## config.mk

```make
export PLATFORM = sky130hd
export DESIGN_NAME = ahfp_fixed_2_float_flat
export DESIGN_NICKNAME = d
export VERILOG_FILES = /design/src/rtl/ahfp_pkg.sv /design/src/rtl/ahfp_fixed_2_float_if.sv /design/src/rtl/ahfp_lzc32.sv /design/src/rtl/ahfp_fixed_2_float.sv /design/src/flat_wrapper.sv
export SDC_FILE = /design/constraint.sdc
export NUM_CORES = 1
export LEC_CHECK = 0
export CAP_MARGIN = 0
export CORE_AREA = 2 2 103 130
export CTS_BUF_LIST = sky130_fd_sc_hd__clkbuf_8
export CTS_CLUSTER_DIAMETER = 100
export CTS_CLUSTER_SIZE = 12
export DETAILED_ROUTE_END_ITERATION = 8
export DIE_AREA = 0 0 105 132
export PLACE_DENSITY = 0.76
export SLEW_MARGIN = 0
export SYNTH_ARGS = -nofsm -noshare
export SYNTH_HDL_FRONTEND = slang
export SYNTH_SLANG_ARGS = --single-unit
```

## constraint.sdc

```tcl
create_clock -name clk -period 11.9 [get_ports clk]
set_clock_uncertainty 0.2 [all_clocks]
set_input_delay 1.785 -clock clk [delete_from_list [all_inputs] [get_ports clk]]
set_output_delay 1.785 -clock clk [all_outputs]
set_load 0.05 [all_outputs]
```

## src/rtl/ahfp_pkg.sv

```systemverilog
// Shared float-format constants and the packed single-precision layout
// used by the fixed-to-float conversion pipeline.
package ahfp_pkg;

    localparam int FP_EXP_BIAS = 127;
    localparam int FP_MANT_W   = 23;
    localparam int FP_EXP_W    = 8;

    typedef struct packed {
        logic                 sign;
        logic [FP_EXP_W-1:0]  exp;
        logic [FP_MANT_W-1:0] mant;
    } fp32_t;

endpackage

```

## src/rtl/ahfp_fixed_2_float_if.sv

```systemverilog
// Valid/ready stream bundle for the fixed-to-float converter: one input
// stream of fixed-point operands and one output stream of float results.
interface ahfp_fixed_2_float_if;

    logic [31:0] in_data;
    logic        in_valid;
    logic        in_ready;
    logic [31:0] out_data;
    logic        out_valid;
    logic        out_ready;

    modport slave (
        input  in_data, in_valid, out_ready,
        output in_ready, out_data, out_valid
    );

    modport master (
        output in_data, in_valid, out_ready,
        input  in_ready, out_data, out_valid
    );

endinterface

```

## src/rtl/ahfp_lzc32.sv

```systemverilog
// Combinational 32-bit leading-zero counter; reports 32 for an all-zero word.
module ahfp_lzc32 (
    input  logic [31:0] value,
    output logic [5:0]  count
);

    // Scan upward so the highest set bit is the last one to write the count.
    always_comb begin
        count = 6'd32;
        for (int i = 0; i < 32; i++) begin
            if (value[i]) count = 6'(31 - i);
        end
    end

endmodule

```

## src/rtl/ahfp_fixed_2_float.sv

```systemverilog
// Signed fixed-point to IEEE-754 single converter: a 3-stage pipeline
// (magnitude, MSB search, normalise/round/pack) behind valid/ready streams.
module ahfp_fixed_2_float
    import ahfp_pkg::*;
#(
    parameter int FRAC_BITS = 29
) (
    input  logic                 clk,
    input  logic                 reset,
    ahfp_fixed_2_float_if.slave  bus
);

    localparam logic [FP_EXP_W-1:0] EXP_OFFSET = FP_EXP_W'(FP_EXP_BIAS - FRAC_BITS);

    logic        en;
    logic        s1_valid, s1_sign;
    logic [31:0] s1_mag;
    logic [5:0]  lzc_count;
    logic        s2_valid, s2_sign, s2_zero;
    logic [31:0] s2_mag;
    logic [4:0]  s2_msb;
    logic        out_valid_q;
    logic [31:0] out_data_q;

    logic [30:0]          norm;
    logic [FP_MANT_W-1:0] mant_raw;
    logic                 guard, sticky, round_up;
    logic [FP_MANT_W:0]   mant_sum;
    fp32_t                packed_res;

    // Whole pipeline advances together; a stalled output freezes every stage.
    assign en            = !out_valid_q | bus.out_ready;
    assign bus.in_ready  = en;
    assign bus.out_valid = out_valid_q;
    assign bus.out_data  = out_data_q;

    always_ff @(posedge clk) begin
        if (reset) begin
            s1_valid <= 1'b0;
        end else if (en) begin
            s1_valid <= bus.in_valid;
            s1_sign  <= bus.in_data[31];
            s1_mag   <= bus.in_data[31] ? (~bus.in_data + 32'd1) : bus.in_data;
        end
    end

    ahfp_lzc32 u_lzc (
        .value (s1_mag),
        .count (lzc_count)
    );

    always_ff @(posedge clk) begin
        if (reset) begin
            s2_valid <= 1'b0;
        end else if (en) begin
            s2_valid <= s1_valid;
            s2_sign  <= s1_sign;
            s2_mag   <= s1_mag;
            s2_msb   <= 5'd31 - lzc_count[4:0];
            s2_zero  <= lzc_count[5];
        end
    end

    // Bit 31 of the shifted word is the implicit leading one and is dropped.
    always_comb begin
        norm       = 31'(s2_mag << (5'd31 - s2_msb));
        mant_raw   = norm[30:8];
        guard      = norm[7];
        sticky     = |norm[6:0];
        round_up   = guard & (sticky | mant_raw[0]);
        mant_sum   = {1'b0, mant_raw} + (FP_MANT_W+1)'(round_up);
        packed_res = '0;
        if (!s2_zero) begin
            packed_res.sign = s2_sign;
            packed_res.exp  = EXP_OFFSET + {3'b000, s2_msb} + {7'b0000000, mant_sum[FP_MANT_W]};
            packed_res.mant = mant_sum[FP_MANT_W-1:0];
        end
    end

    always_ff @(posedge clk) begin
        if (reset) begin
            out_valid_q <= 1'b0;
            out_data_q  <= 32'h0;
        end else if (en) begin
            out_valid_q <= s2_valid;
            out_data_q  <= packed_res;
        end
    end

endmodule

```

## src/flat_wrapper.sv

```systemverilog
// flat-port wrapper written by rule: the top's interface ports become plain ports
module ahfp_fixed_2_float_flat import ahfp_pkg::*;
#(
    parameter int FRAC_BITS = 29
)
  (clk, reset, bus_in_data, bus_in_valid, bus_out_ready, bus_in_ready, bus_out_data, bus_out_valid);
  ahfp_fixed_2_float_if bus_i ();
  input  logic clk;
  input  logic reset;
  input wire logic [$bits(bus_i.in_data)-1:0] bus_in_data;
  input wire logic [$bits(bus_i.in_valid)-1:0] bus_in_valid;
  input wire logic [$bits(bus_i.out_ready)-1:0] bus_out_ready;
  output wire logic [$bits(bus_i.in_ready)-1:0] bus_in_ready;
  output wire logic [$bits(bus_i.out_data)-1:0] bus_out_data;
  output wire logic [$bits(bus_i.out_valid)-1:0] bus_out_valid;
  assign bus_i.in_data = bus_in_data;
  assign bus_i.in_valid = bus_in_valid;
  assign bus_i.out_ready = bus_out_ready;
  assign bus_in_ready = bus_i.in_ready;
  assign bus_out_data = bus_i.out_data;
  assign bus_out_valid = bus_i.out_valid;
  ahfp_fixed_2_float #(.FRAC_BITS(FRAC_BITS)) u_core (.clk(clk), .reset(reset), .bus(bus_i));
endmodule
```

# Word level (Yosys, flattened, before mapping)
# Index checks and enable logic that the tools add are counted.
[word_totals]
word_cells = 61
out_inout_bits = 34
regBits = 107
inputBits = 36
[classes]
bitwise_logic = 5
n_reduce_logical = 4
n_shift = 1
mux = 34
n_addsub = 6
[ops]
columns = ["op", "count"]
rows = [
  ["two-way mux 5 bit", 31],
  ["adder 32 x 1 -> 32 bit, second input constant", 1],
  ["two-way mux 32 bit", 1],
  ["NOT 32 bit", 1],
  ["left shift 32 x 5 -> 31 bit", 1],
  ["two-way mux 31 bit", 1],
  ["OR reduction 31 bit", 1],
  ["adder 23 x 1 -> 24 bit", 1],
  ["subtractor 5 bit, first input constant", 2],
  ["adder 7 x 5 -> 8 bit, first input constant", 1],
  ["adder 8 x 1 -> 8 bit", 1],
  ["OR reduction 7 bit", 1],
  ["two-way mux 6 bit", 1],
  ["OR 1 bit", 2],
  ["AND reduction 2 bit", 1],
  ["AND 1 bit", 1],
  ["logical NOT 1 bit", 1],
  ["NOT 1 bit", 1],
]

# Logic depth before layout (Yosys ltp)
[depth]
word_depth = 33
ltp_mapped = 18
depth_no_buf = 15

# Modules after synthesis
# From an unflattened synthesis, not the netlist that was laid out.
[unflattened]
hier_cells = 654
area_unflattened_um2 = 6657.6
[modules_own_cells]
columns = ["mod", "n_inst", "seq_area_each_um2", "cells_per_inst", "area_each_um2"]
rows = [
  ["ahfp_fixed_2_float", 1, 2832.7, 589, 6289.8],
  ["ahfp_lzc32", 1, 0.0, 65, 367.9],
]

# Least setup slack after synthesis
# Ideal clock, no wire load.
[synth_path]
path_kind = "input-to-reg"
from = "in bus_out_ready"
to = "reg u_core.s1_mag[0] (enable)"
path_buffers = 2
required_time_ps = 11199
arrival_ps = 5234
path_stages = 4
setup_ps = 501
path_slack_ps = 5965
path_cell_list = "nor2b_1 -> clkbuf_1 -> buf_1 -> nor2_1"
[synth_between]
elab_chain_len = 2
[synth_rtl]
columns = ["item", "line_no", "text"]
rows = [
  ["start, declared", "flat_wrapper.sv:12", "input wire logic [$bits(bus_i.out_ready)-1:0] bus_out_ready;"],
  ["OR 1 bit", "ahfp_fixed_2_float.sv:32", "assign en = !out_valid_q | bus.out_ready;"],
  ["AND reduction 2 bit (no source line)", "n/a", ""],
  ["end signal, assigned", "ahfp_fixed_2_float.sv:43", "s1_mag <= bus.in_data[31] ? (~bus.in_data + 32'd1) : bus.in_data;"],
  ["end, declared", "ahfp_fixed_2_float.sv:17", "logic [31:0] s1_mag;"],
]
# Every way passes these cells.
# A chain may end at the register's enable or synchronous reset.

# Worst setup path after layout
[layout_path]
from = "in bus_out_ready"
to = "out bus_in_ready"
[layout_between]
elab_chain_len = 1
[layout_rtl]
columns = ["item", "line_no", "text"]
rows = [
  ["OR 1 bit", "ahfp_fixed_2_float.sv:32", ""],
  ["end, declared", "flat_wrapper.sv:13", "output wire logic [$bits(bus_i.in_ready)-1:0] bus_in_ready;"],
]
# Every way passes these cells.

==> metrics.md <==
| Metric | Value |
|---|---|
| Data arrival, critical path | `roughly 3500 ps` |
| Post-route design area | `7771 um^2` |
| Comb pwr share | `0.269` |
| CP max stage delay | `slightly above 800 ps` |
| Pleak | `2.769 nW` |
| Clock tree sinks | `about 110` |
| Final worst path period need | `between 5000 and 6000 ps` |
| Drt first pass iters | `4` |
| Synth async-reset ratio | `0` |
| Worst IR drop on VDD | `about 0.056 mV` |
| Clk_lat worst skew | `just under 400 ps` |
| Vias | `5400` |
| Cell mode on critical path | `clkdlybuf4s50_1` |
| CTS tree | `yes` |
| Switching Fraction | `0.3316` |
| Chip Width | `105 um` |
| Placed cells | `about 870` |
| DP HPWL | `roughly 13 mm` |
| Mux contribution to synthesized area | `0.1656` |
| RD Place Congestion | `around 0.96` |
| Mean post-synth cell area | `10.24 um^2` |
| Min-Delay Path Class | `reg2reg` |
| R2R Setup Slk | `between 6000 and 7000 ps` |
| # diodes | `0` |
| Unrepaired setup endpoints after global routing | `false` |
| Root Buffer | `clkbuf_8` |
| Starting density of the core | `0.5394` |
| Placed inst area | `roughly 7600 um^2` |
| Top cells by count, synth | `edfxtp_1 (71), nor2_1 (67), nand2_1 (63)` |
| Cell family with most CP delay | `buffers and inverters` |
| Ranking of synthesized cells by area | `edfxtp_1 (32%), dfxtp_1 (10%), mux4_2 (9.3%)` |
| Largest net degree at the start of global routing | `between 70 and 80` |
| Crit path max-delay cell type | `clkdlybuf4s50_1` |
| IO Count | `70` |
| CP Buf/Inv Count | `4` |
| CP Cell Sequence | `clkdlybuf4s50_1, nor2b_2, buf_4, inv_1, clkdlybuf4s50_1` |
| Fin cells | `884` |
| Detailed-route wire length per cell | `around 19 um` |
| Vias in the first global route | `about 5400` |
| DR vias/cell | `6.109` |
| Syn nets | `around 700` |
| CTS Buffer Depth | `2` |
| Sw Pwr | `0.0003033 W` |
| GRT Resource Usage Total | `0.2392` |
| Post-cts resize count | `0` |
| Yosys cell types | `67` |
| Pins over their slew limit | `0` |
| Slew @ Worst Pin | `slightly below 1000 ps` |
| Die area | `13860 um^2` |
| Synth-to-Final Area Change | `14.83%` |
| Max Fclk | `around 180 MHz` |
| Drt initial violations | `between 300 and 400` |
| Layout cell share with drive strength beyond 1 | `0.1215` |
| Antenna Violating Nets Remaining | `0` |
| Flops & latches, synth | `around 110` |
| Die height | `about 130 um` |
| Clock network fraction of total power | `0.240` |
| Post-synthesis simple-gate area fraction | `0.1669` |
| Post-CTS Hold Fix Bufs | `0` |
| Initial antenna violation count | `0` |
| Port Buffers | `around 70` |
| Synth top area share | `0.3150` |
| Internal power | `between 0.0006 and 0.0007 W` |
| First-pass GRT wire length | `26.51 mm` |
| Syn. warnings | `0` |
| Status | `complete, no violations` |
| CP endpoint kind | `primary output` |
| Grt ovf | `0` |
| Synthesized area | `between 6000 and 7000 um^2` |
| Synth Area in Compound Gates | `0.1433` |
| Crit share post-route | `0.4606` |
| Worst Setup Start Kind | `primary input` |
| Most frequent cell after synthesis | `edfxtp_1` |
| H-tree depth | `3` |
| Total power per unit cell area | `117.7 nW/um^2` |
| Fin. Hold Viols | `0` |
| Flop pwr share | `0.491` |
| Worst path required time | `around 9900 ps` |
| Final WS setup | `approximately 6400 ps` |
| Post-synthesis sequential area ratio | `0.4186` |
| Post-Synth XOR/XNOR Area | `0.06341` |
| Worst-path clk slew | `~110 ps` |
| Number of CTS-inserted buffers | `9` |
| Place WS | `6409 ps` |
| Post-Syn Instances | `around 660` |
| Total Wirelength | `around 17 mm` |
| Post-synth EDFFs | `71` |
| DRC | `0` |
| Total core area | `roughly 13000 um^2` |
| Synth Area in Adders | `0.007395` |
| Area leader, netlist | `edfxtp_1` |
| Final setup fails | `0` |
| Row count | `46` |
| Pwr Total | `0.0009147 W` |
| Setup bufs post-CTS | `0` |
| Critical path class | `in2out` |
| Main synth FF type | `edfxtp_1` |
| Critical Path Fanout Max | `32` |
| Final #Nets | `751` |
| Max Cap Viol | `0` |
| Largest family of logic cells by synthesized area | `simple AND/OR/NAND/NOR gates` |
| Relative slew slack | `0.3396` |
| Setup TNS | `0 ps` |
-- path summary, 6_finish.rpt --
check                                                to  depth (start not counted)               startpoint
worst max-delay path                       bus_in_ready                          5            bus_out_ready
worst min-delay path            u_core.bus.out_data[28]                          2  u_core.bus.out_data[28]
worst max register to register  u_core.bus.out_data[27]                         16         u_core.s2_msb[1]
worst min register to register  u_core.bus.out_data[28]                          2  u_core.bus.out_data[28]
-- routing by layer --
metal / track usage / routed length, um / up-vias
met2: 0.4452 / 8786 / 178
met5: 0 / 0 / -
met4: 0.1304 / 871 / 0
li1: - / - / 2605
met3: 0.03460 / 663 / 48
met1: 0.2576 / 6301 / 2569
-- tightest hold or removal path: stages (launching register included) --
cell     delay (ps)
dfxtp_1         330
nand2_1          50
a21oi_1          50
-- through the flow --
| stage | hold slack, ps | utilization |
|---|---|---|
| floorplan | 200.3 | - |
| detailed placement | 242.9 | 0.6037 |
| global placement | 234.9 | 0.6037 |
| CTS | 263.3 | 0.6194 |
| finish | 259.8 | 0.6194 |
| global route | 288.3 | 0.6194 |
-- state kept, by name, summed over array words and instances, names as in the netlist --
register,count
u_core.bus.out_data,32
u_core.s2_msb,5
u_core.s2_zero,1
u_core.s2_sign,1
u_core.s2_valid,1
u_core.s2_mag,31
u_core.s1_mag,32
u_core.bus.out_valid,1
u_core.s1_sign,1
u_core.s1_valid,1
-- final cells by class --
cell class	instances	area (um^2)
Inverter	19	71.32
Clock buffer	9	123.9
Multi-Input combinational cell	498	3710
Tap cell	168	210.2
Timing Repair Buffer	77	750.7
Clock inverter	7	72.57
Sequential cell	106	2833
Fill cell	1104	4776
-- power groups by stage --
stage	combinational [W]	sequential [W]	clock, W
2_1_floorplan	0.000141	0.000482	0
3_3_place_gp	0.000239	0.000455	0
3_5_place_dp	0.000244	0.000457	0
4_1_cts	0.000245	0.000449	0.000224
5_1_grt	0.000263	0.000453	0.000238
6_report	0.000246	0.000449	0.000220
-- cells by family (layout without fill, tap and decap cells) --
family	count (synthesis)	after routing
xor gates and xnor gates	49	49
muxes	75	75
AOI/OAI and AO/OA	145	145
buffers and inverters	57	112
DFF	106	106
adders and majority gates	4	4
and+or+nand+nor	225	225
-- layout by cell type (no fill, tap or decap), types with 4 or more instances in the layout --
cell             instances
a21oi_1                 30
a22oi_1                 13
buf_4                    8
clkbuf_8                 9
clkdlybuf4s50_1         69
dfxtp_1                 35
edfxtp_1                71
ha_1                     4
inv_1                   18
mux2_2                  16
mux2i_1                 31
mux4_2                  28
nand2_1                 63
nand2b_1                 5
nand3_1                 14
nand4_1                  6
nor2_1                  66
nor3_1                  18
nor3b_1                  4
nor4_1                   8
o211ai_1                 5
o21ai_0                 37
o221ai_1                 4
o22ai_1                  6
o31ai_1                  9
o41ai_1                  4
or3_4                    6
or4_1                    5
xnor2_1                 42
xor2_1                   7
Note: power is estimated with default switching activity, not from simulation.
